File: src/rtl/fetch_unit.sv
// fetch_unit -- instruction fetch stage with a two-entry instruction buffer.
//
// Issues one word read at a time to instruction memory. Returned words are
// queued with their PC for the decode stage. The next-PC stage can redirect
// fetch at any time. A redirect flushes the buffer. Data from a request that
// was already in flight is dropped when it returns. A misaligned redirect
// target sets a sticky error and halts fetch until reset.
//
// Ports
//   clk, reset            rising-edge clock, synchronous active-high reset
//   redirect, redirect_pc PC change request from the next-PC stage
//   imem_req, imem_addr   memory read request and byte address (held until ack)
//   imem_ack, imem_rdata  memory response (an ack in the request cycle is allowed)
//   out_valid/ready       handshake for the buffer head toward decode
//   out_pc, out_instr     PC and instruction word at the buffer head
//   pc                    current fetch PC, fed back to the next-PC stage
//   misalign_err          sticky: a misaligned redirect target was received
module fetch_unit #(
   parameter logic [31:0] RESET_PC = 32'h0000_3000,
   parameter int          DEPTH    = 2
) (
   input  logic        clk,
   input  logic        reset,
   input  logic        redirect,
   input  logic [31:0] redirect_pc,
   output logic        imem_req,
   output logic [31:0] imem_addr,
   input  logic        imem_ack,
   input  logic [31:0] imem_rdata,
   output logic        out_valid,
   input  logic        out_ready,
   output logic [31:0] out_pc,
   output logic [31:0] out_instr,
   output logic [31:0] pc,
   output logic        misalign_err
);

   typedef enum logic [1:0] {IDLE, WAIT, DISCARD, HALT} state_t;

   localparam logic [1:0] FULL = 2'(DEPTH);

   state_t      state;
   logic [31:0] req_addr;      // address of the request in flight (WAIT/DISCARD)
   logic        halt_pending;  // misaligned redirect seen while discarding

   logic [31:0] buf_pc    [DEPTH];
   logic [31:0] buf_instr [DEPTH];
   logic        rd_ptr;
   logic        wr_ptr;
   logic [1:0]  count;

   logic misalign;
   logic take;
   logic push;
   logic pop;

   assign misalign = redirect && (redirect_pc[1:0] != 2'b00);

   // A new request goes out only from IDLE with buffer space. After that it
   // stays up until acked, even across redirects. Reset masks the request so
   // that no request is visible while reset is held.
   assign imem_req  = !reset && ((state == WAIT) || (state == DISCARD) ||
                                 ((state == IDLE) && (count < FULL)));
   assign imem_addr = (state == IDLE) ? pc : req_addr;

   // A redirect in the same cycle drops the returned word and the pop.
   // A word popped in that cycle still counts as consumed by decode.
   assign take = imem_req && imem_ack;
   assign push = take && (state != DISCARD) && !redirect;
   assign pop  = out_valid && out_ready && !redirect;

   assign out_valid = (count != 2'd0);
   assign out_pc    = buf_pc[rd_ptr];
   assign out_instr = buf_instr[rd_ptr];

   // NOTE: all state here is updated with non-blocking assignments so every
   // register samples the pre-edge values regardless of statement order.
   always_ff @(posedge clk) begin
      if (reset) begin
         state        <= IDLE;
         pc           <= RESET_PC;
         req_addr     <= RESET_PC;
         halt_pending <= 1'b0;
         misalign_err <= 1'b0;
         rd_ptr       <= 1'b0;
         wr_ptr       <= 1'b0;
         count        <= 2'd0;
         // NOTE: the buffer entries are reset as well, because out_pc and
         // out_instr must read zero after reset. They are two small registers,
         // not a RAM.
         for (int i = 0; i < DEPTH; i++) begin
            buf_pc[i]    <= 32'h0;
            buf_instr[i] <= 32'h0;
         end
      end else begin
         case (state)
            IDLE: begin
               if (imem_req) begin
                  if (imem_ack) begin
                     state <= misalign ? HALT : IDLE;
                  end else begin
                     req_addr     <= pc;
                     state        <= redirect ? DISCARD : WAIT;
                     halt_pending <= misalign;
                  end
               end else if (misalign) begin
                  state <= HALT;
               end
            end
            WAIT: begin
               if (imem_ack) begin
                  state <= misalign ? HALT : IDLE;
               end else if (redirect) begin
                  state        <= DISCARD;
                  halt_pending <= misalign;
               end
            end
            DISCARD: begin
               if (imem_ack) begin
                  state        <= (halt_pending || misalign) ? HALT : IDLE;
                  halt_pending <= 1'b0;
               end else if (misalign) begin
                  halt_pending <= 1'b1;
               end
            end
            HALT:    state <= HALT;
            default: state <= IDLE;
         endcase

         // Fetch PC: an aligned redirect wins over the sequential increment.
         // A misaligned target is never loaded.
         if (redirect && !misalign) begin
            pc <= redirect_pc;
         end else if (push) begin
            pc <= pc + 32'd4;
         end

         if (misalign) begin
            misalign_err <= 1'b1;
         end

         if (redirect) begin
            rd_ptr <= 1'b0;
            wr_ptr <= 1'b0;
            count  <= 2'd0;
         end else begin
            if (push) begin
               buf_pc[wr_ptr]    <= imem_addr;
               buf_instr[wr_ptr] <= imem_rdata;
               wr_ptr            <= ~wr_ptr;
            end
            if (pop) begin
               rd_ptr <= ~rd_ptr;
            end
            count <= count + 2'(push) - 2'(pop);
         end
      end
   end

endmodule

File: config.mk
export PLATFORM = sky130hd
export DESIGN_NAME = fetch_unit
export DESIGN_NICKNAME = d
export VERILOG_FILES = /design/src/rtl/fetch_unit.sv
export SDC_FILE = /design/constraint.sdc
export NUM_CORES = 1
export LEC_CHECK = 0
export CAP_MARGIN = 0
export CORE_MARGIN = 8
export CORE_UTILIZATION = 48
export DETAILED_ROUTE_END_ITERATION = 12
export PLACE_DENSITY_LB_ADDON = 0.15
export RECOVER_POWER = 100
export SETUP_SLACK_MARGIN = 0.2
export SLEW_MARGIN = 20
export SYNTH_ARGS = -nofsm -noshare
export SYNTH_HDL_FRONTEND = slang
export SYNTH_SLANG_ARGS = --single-unit
File: constraint.sdc
create_clock -name clk -period 4.7 [get_ports clk]
set_clock_uncertainty 0.05 [all_clocks]
set_input_delay 0.94 -clock clk [delete_from_list [all_inputs] [get_ports clk]]
set_output_delay 0.94 -clock clk [all_outputs]
set_load 0.005 [all_outputs]
# Yosys cells after proc, flatten, opt, wreduce, memory -nomap -nowiden
# Memories as Yosys holds them, arrays and structs flattened. A register that Yosys moved wholly into a read port is not among the register bits.
# Cells that the tools add are included.
[op_classes]
n_addsub = 3
magnitude_cmp = 1
n_eq_ne = 12
n_mux = 36
n_bitwise = 3
n_reduce_logical = 26
[op_table]
columns = ["op", "count"]
rows = [
  ["32-bit 2-to-1 mux", 5],
  ["32-bit OR reduction", 2],
  ["32-bit by 3-bit adder with 32-bit output, second input constant", 1],
  ["1-bit 2-to-1 mux", 20],
  ["2-bit 2-to-1 mux", 9],
  ["2-bit != test, second input constant", 6],
  ["1-bit logical AND", 9],
  ["3-bit != test, second input constant", 3],
  ["2-bit one-hot mux with 4 select lines", 1],
  ["3-bit AND reduction", 2],
  ["6-bit AND reduction", 1],
  ["2-bit nonzero test", 3],
  ["2-bit equality test, second input constant", 2],
  ["1-bit zero test", 3],
  ["1-bit logical OR", 3],
  ["1-bit NOT", 3],
  ["1-bit one-hot mux with 3 select lines", 1],
  ["3-bit nonzero test", 1],
  ["2-bit by 1-bit adder with 2-bit output", 1],
  ["2-bit by 1-bit equality test with 1-bit output, second input constant", 1],
  ["2-bit zero test", 1],
  ["2-bit < comparator, second input constant", 1],
  ["2-bit OR reduction", 1],
  ["2-bit by 1-bit subtractor with 2-bit output", 1],
]
[totals]
ff_bits = 72
mem_bits_rw = 128
inputBits = 69
out_inout_bits = 131
elab_cells = 91
n_memories = 2
[mem_list]
columns = ["name", "depth", "width", "read_ports", "rd_ports_with_merged_regs", "wr", "line_no", "source"]
rows = [
  ["buf_instr", 2, 32, 1, 1, 2, "47", "logic [31:0] buf_instr [DEPTH];"],
  ["buf_pc", 2, 32, 1, 1, 2, "46", "logic [31:0] buf_pc [DEPTH];"],
]

# Logic depth before layout (Yosys ltp)
[logic_depth]
depth_word = 13
ltp_mapped = 12
ltp_nobuf = 11

# Worst setup path after synthesis
# OpenSTA, ideal clock, no wires.
[synth_timing]
path_type = "input port to flip-flop"
start = "in reset"
end = "mem buf_instr[0][0] (enable)"
setup_time_ns = 0.424
t_arrival_ns = 3.621
required_ns = 4.226
slack_ns = 0.605
path_stages = 8
n_path_buf = 4
path_cell_list = "buf_6 -> nor4b_4 -> o21a_1 -> buf_6 -> clkbuf_1 -> nand2_1 -> clkbuf_1 -> nand2_1"
[synth_lines]
columns = ["element", "line_no", "source"]
rows = [
  ["from (decl)", "23", "input logic reset,"],
  ["to (decl)", "47", ""],
]

# Worst setup path in the final report
[layout_timing]
start = "reg state[0]"
end = "out imem_addr[7]"
[layout_between]
elab_chain_cells = 2
[layout_rtl]
columns = ["element", "line_no", "source"]
rows = [
  ["from (decl)", "42", "state_t state;"],
  ["from (signal assigned)", "100", "state <= misalign ? HALT : IDLE;"],
  ["from (signal assigned)", "103", "state <= redirect ? DISCARD : WAIT;"],
  ["from (signal assigned)", "112", "state <= misalign ? HALT : IDLE;"],
  ["2-bit zero test", "64", "assign imem_addr = (state == IDLE) ? pc : req_addr;"],
  ["32-bit 2-to-1 mux", "64", ""],
  ["to (decl)", "27", "output logic [31:0] imem_addr,"],
]
# No other way between the ends.

==> metrics.md <==
| Metric | Value |
|---|---|
| Critical Path Slowest Stage Cell | `ha_2` |
| Hold endpoint | `req_addr[17]$_SDFFE_PP0P_` |
| CP Cell Sequence | `inv_1, ha_2, clkbuf_2, mux2i_1, inv_1, dlygate4sd3_1` |
| CP Launch Type | `flop` |
| TritonCTS clock tree | `yes` |
| Top cell type by total area after synthesis | `edfxtp_1` |
| Number of global-route vias before repair | `6924` |
| Total wire length | `between 20000 and 25000 um` |
| # port buffers | `199` |
| Post-Syn Area | `around 9200 sq um` |
| Die ar. | `between 20000 and 25000 sq um` |
| Largest net degree at the start of global routing | `65` |
| Top-count cell post-synth | `edfxtp_1` |
| Fin crit share | `a little under 90%` |
| Worst slew pin tran | `around 1.9 ns` |
| Post-DP HPWL | `approximately 16000 um` |
| Worst hold path startpoint | `req_addr[17]$_SDFFE_PP0P_` |
| Pre-antenna DRT Iters | `5` |
| Worst skew pair latency | `roughly 0.50 ns` |
| Register area share after synthesis | `a little under 60%` |
| Clk buf depth | `3` |
| Wire length per cell | `~19 um` |
| Post-synth ARST share | `0%` |
| First-pass GRT wire length | `38400 um` |
| Hold Violations, Final | `0` |
| Crit path top cell by count | `inv_1` |
| # Max-Cap Violations | `4` |
| Congestion Overflow GR | `0` |
| Post-CTS Setup Bufs | `0` |
| Layout area overhead | `30.4%` |
| IO Count | `200` |
| Post-synth top cells | `128 x edfxtp_1, 100 x nor2_1, 94 x nand2_1, 73 x dfxtp_1, 72 x and3_1` |
| Leak | `between 4 and 5 nW` |
| Failing checks | `capacitance limit, slew limit` |
| RSZ-0062 raised after global routing | `false` |
| Synthesis Warnings | `0` |
| CP max FO | `26` |
| Avg Inst Size Synth | `between 10 and 15 sq um` |
| Fin cells | `~1300` |
| CP delay by family, top | `buffers and inverters` |
| Clock-pin slew on the worst setup and hold paths | `approximately 0.06 ns` |
| Core box area | `18800 sq um` |
| Routability cong. | `between 0.8 and 0.9` |
| R2R setup slack | `0.86 ns` |
| Reg2reg path depth | `7` |
| Worst setup path category | `reg2out` |
| Synth top area share | `41.7%` |
| Hold depth | `2` |
| Synthesized flop and latch total | `between 200 and 250` |
| HP Class | `reg2reg` |
| Std cell rows | `50` |
| Fmax | `between 200 and 250 MHz` |
| Worst vdd ir | `about 0.00027 V` |
| Worst path arrival time | `3.22 ns` |
| Initial antenna violation count | `0` |
| Die Wd | `~150 um` |
| Pins Over Slew Limit | `roughly 180` |
| Worst path max stage delay | `0.70 ns` |
| Main flop type after synthesis | `edfxtp_1` |
| Reg-to-Reg End | `buf_pc[1][10]$_SDFFCE_PN0P_` |
| Synth top area cells | `edfxtp_1 42%, dfxtp_1 16%, mux2_2 7.9%, and3_1 4.9%, nor2_1 4.1%` |
| Initial cell density of the core | `approximately half` |
| Final Cell Area | `12000 sq um` |
| Clock sink total | `201` |
| Final setup margin | `~0.49 ns` |
| H-tree lvl count | `1` |
| Crit path capture type | `primary output` |
| Clock Tree Root | `clkbuf_16` |
| Fin nets | `roughly 1100` |
| Die height | `155 um` |
| Total Routing Usage GR | `between 15 and 20%` |
| Via/cell ratio | `approximately 5.5` |
| Ant diodes | `0` |
| Initial DRC count | `411` |
| Setup TNS | `0 ns` |
| Synth cell types | `48` |
| Slew HR | `-24.3%` |
| CP Depth | `6` |
| # DRC | `0` |
| Post-synth net total | `roughly 930` |
| Buffer and inverter count on the worst path | `4` |
| Synthesized instance count | `approximately 850` |
| Req. time, crit path | `about 3.7 ns` |
| CTS-repair resized insts | `0` |
| Final core occ | `a little under two thirds` |
| Crit Reg-Reg Startpoint | `state[0]$_SDFFE_PP0P_` |
| Finish-stage setup viols | `0` |
| P per Cell Area | `roughly 380 nW/um^2` |
| Post-Place Cell Area | `between 10000 and 15000 sq um` |
| Minimum clock period after layout | `roughly 4.2 ns` |
| Placed Cells | `about 1200` |
| Final ANT Viol Nets | `0` |
| Total number of vias | `roughly 7000` |
| Status | `complete, but fails checks` |
| Post-CTS Hold Buffers | `0` |
| Dpl ws | `1.26 ns` |
| Clock buffer count from CTS | `22` |
| Post-synth EDFFs | `~130` |
| Fraction of layout cells with a size suffix above 1 | `10.6%` |
layer usage:
layer,GRT usage [%],up-vias,wire length (um)
li1,-,3374,-
met1,26.1,3372,10700
met2,33.5,237,11700
met3,3.62,36,1540
met4,5.23,0,490
met5,0,-,0
cell type report:
| class | count | area [sq um] |
|---|---|---|
| Clock buffer | 37 | 669 |
| Multi-Input combinational cell | 544 | 3470 |
| Sequential cell | 201 | 5310 |
| Tap cell | 234 | 293 |
| Fill cell | 1531 | 6760 |
| Timing Repair Buffer | 213 | 2080 |
| Inverter | 44 | 166 |
| Clock inverter | 3 | 21.3 |
where the power goes:
part           leakage [nW]  internal [mW]  switching (mW)  total [mW]
clock network         0.342          0.971           0.674        1.64
registers              1.92           2.01          0.0671        2.08
logic                  2.73          0.424           0.462       0.886
state kept, by name, summed over array words and instances (netlist names), named ones only:
name and cells:
wr_ptr 1, buf_pc 64, state 2, buf_instr 64
halt_pending 1, misalign_err 1, pc 32, req_addr 32
count 2, rd_ptr 1
how the worst max path moves through the flow:
stage / from / to / slack (ns)
after floorplan: reset / buf_instr[0][0]$_SDFFCE_PN0P_ / 0.61
after global routing: state[1]$_SDFFE_PP0P_ / imem_addr[10] / 0.30
after global placement: state[0]$_SDFFE_PP0P_ / imem_addr[5] / 1.32
final: state[0]$_SDFFE_PP0P_ / imem_addr[7] / 0.49
after detailed placement: redirect / pc[29]$_SDFFE_PP0P_ / 1.26
after CTS: state[0]$_SDFFE_PP0P_ / imem_addr[9] / 0.69
metrics by stage:
| step | hold slack, ns | power [mW] |
|---|---|---|
| floorplan | 0.386 | 2.61 |
| global placement | 0.391 | 3.05 |
| detailed placement | 0.396 | 3.06 |
| CTS | 0.404 | 4.70 |
| global route | 0.422 | 4.80 |
| finish | 0.402 | 4.61 |
worst register-to-register path: cells and delay by family (launching register included):
family                     cells  cell delay (ns)
and+or+nand+nor                3             1.43
AOI/OAI and AO/OA              1             0.43
buffers and inverters          2             0.57
adders and majority gates      1             0.70
DFF                            1             0.34
logic make-up after synthesis:
kind of cell               count (synthesis)  synth area share [%]
DFF                                      201                  57.6
and+or+nand+nor                          328                  17.2
muxes                                     97                  11.4
AOI/OAI and AO/OA                         94                  6.63
xor gates and xnor gates                  17                  1.62
adders and majority gates                  8                  1.09
buffers and inverters                    104                  4.43
cells in the final DEF (no fill, tap or decap), types with 11 or more instances in the layout:
master             n
dlygate4sd3_1    129
edfxtp_1         128
nor2_1           100
nand2_1           94
and3_1            72
dfxtp_1           72
clkdlybuf4s50_1   69
mux2_2            64
inv_1             43
a21oi_1           35
mux2i_1           32
clkbuf_16         23
a211oi_1          16
nand3_1           15
clkbuf_1          13
o21ai_0           12
a311oi_1          11
xnor2_1           11
Note: power is estimated with default switching activity, not from simulation.
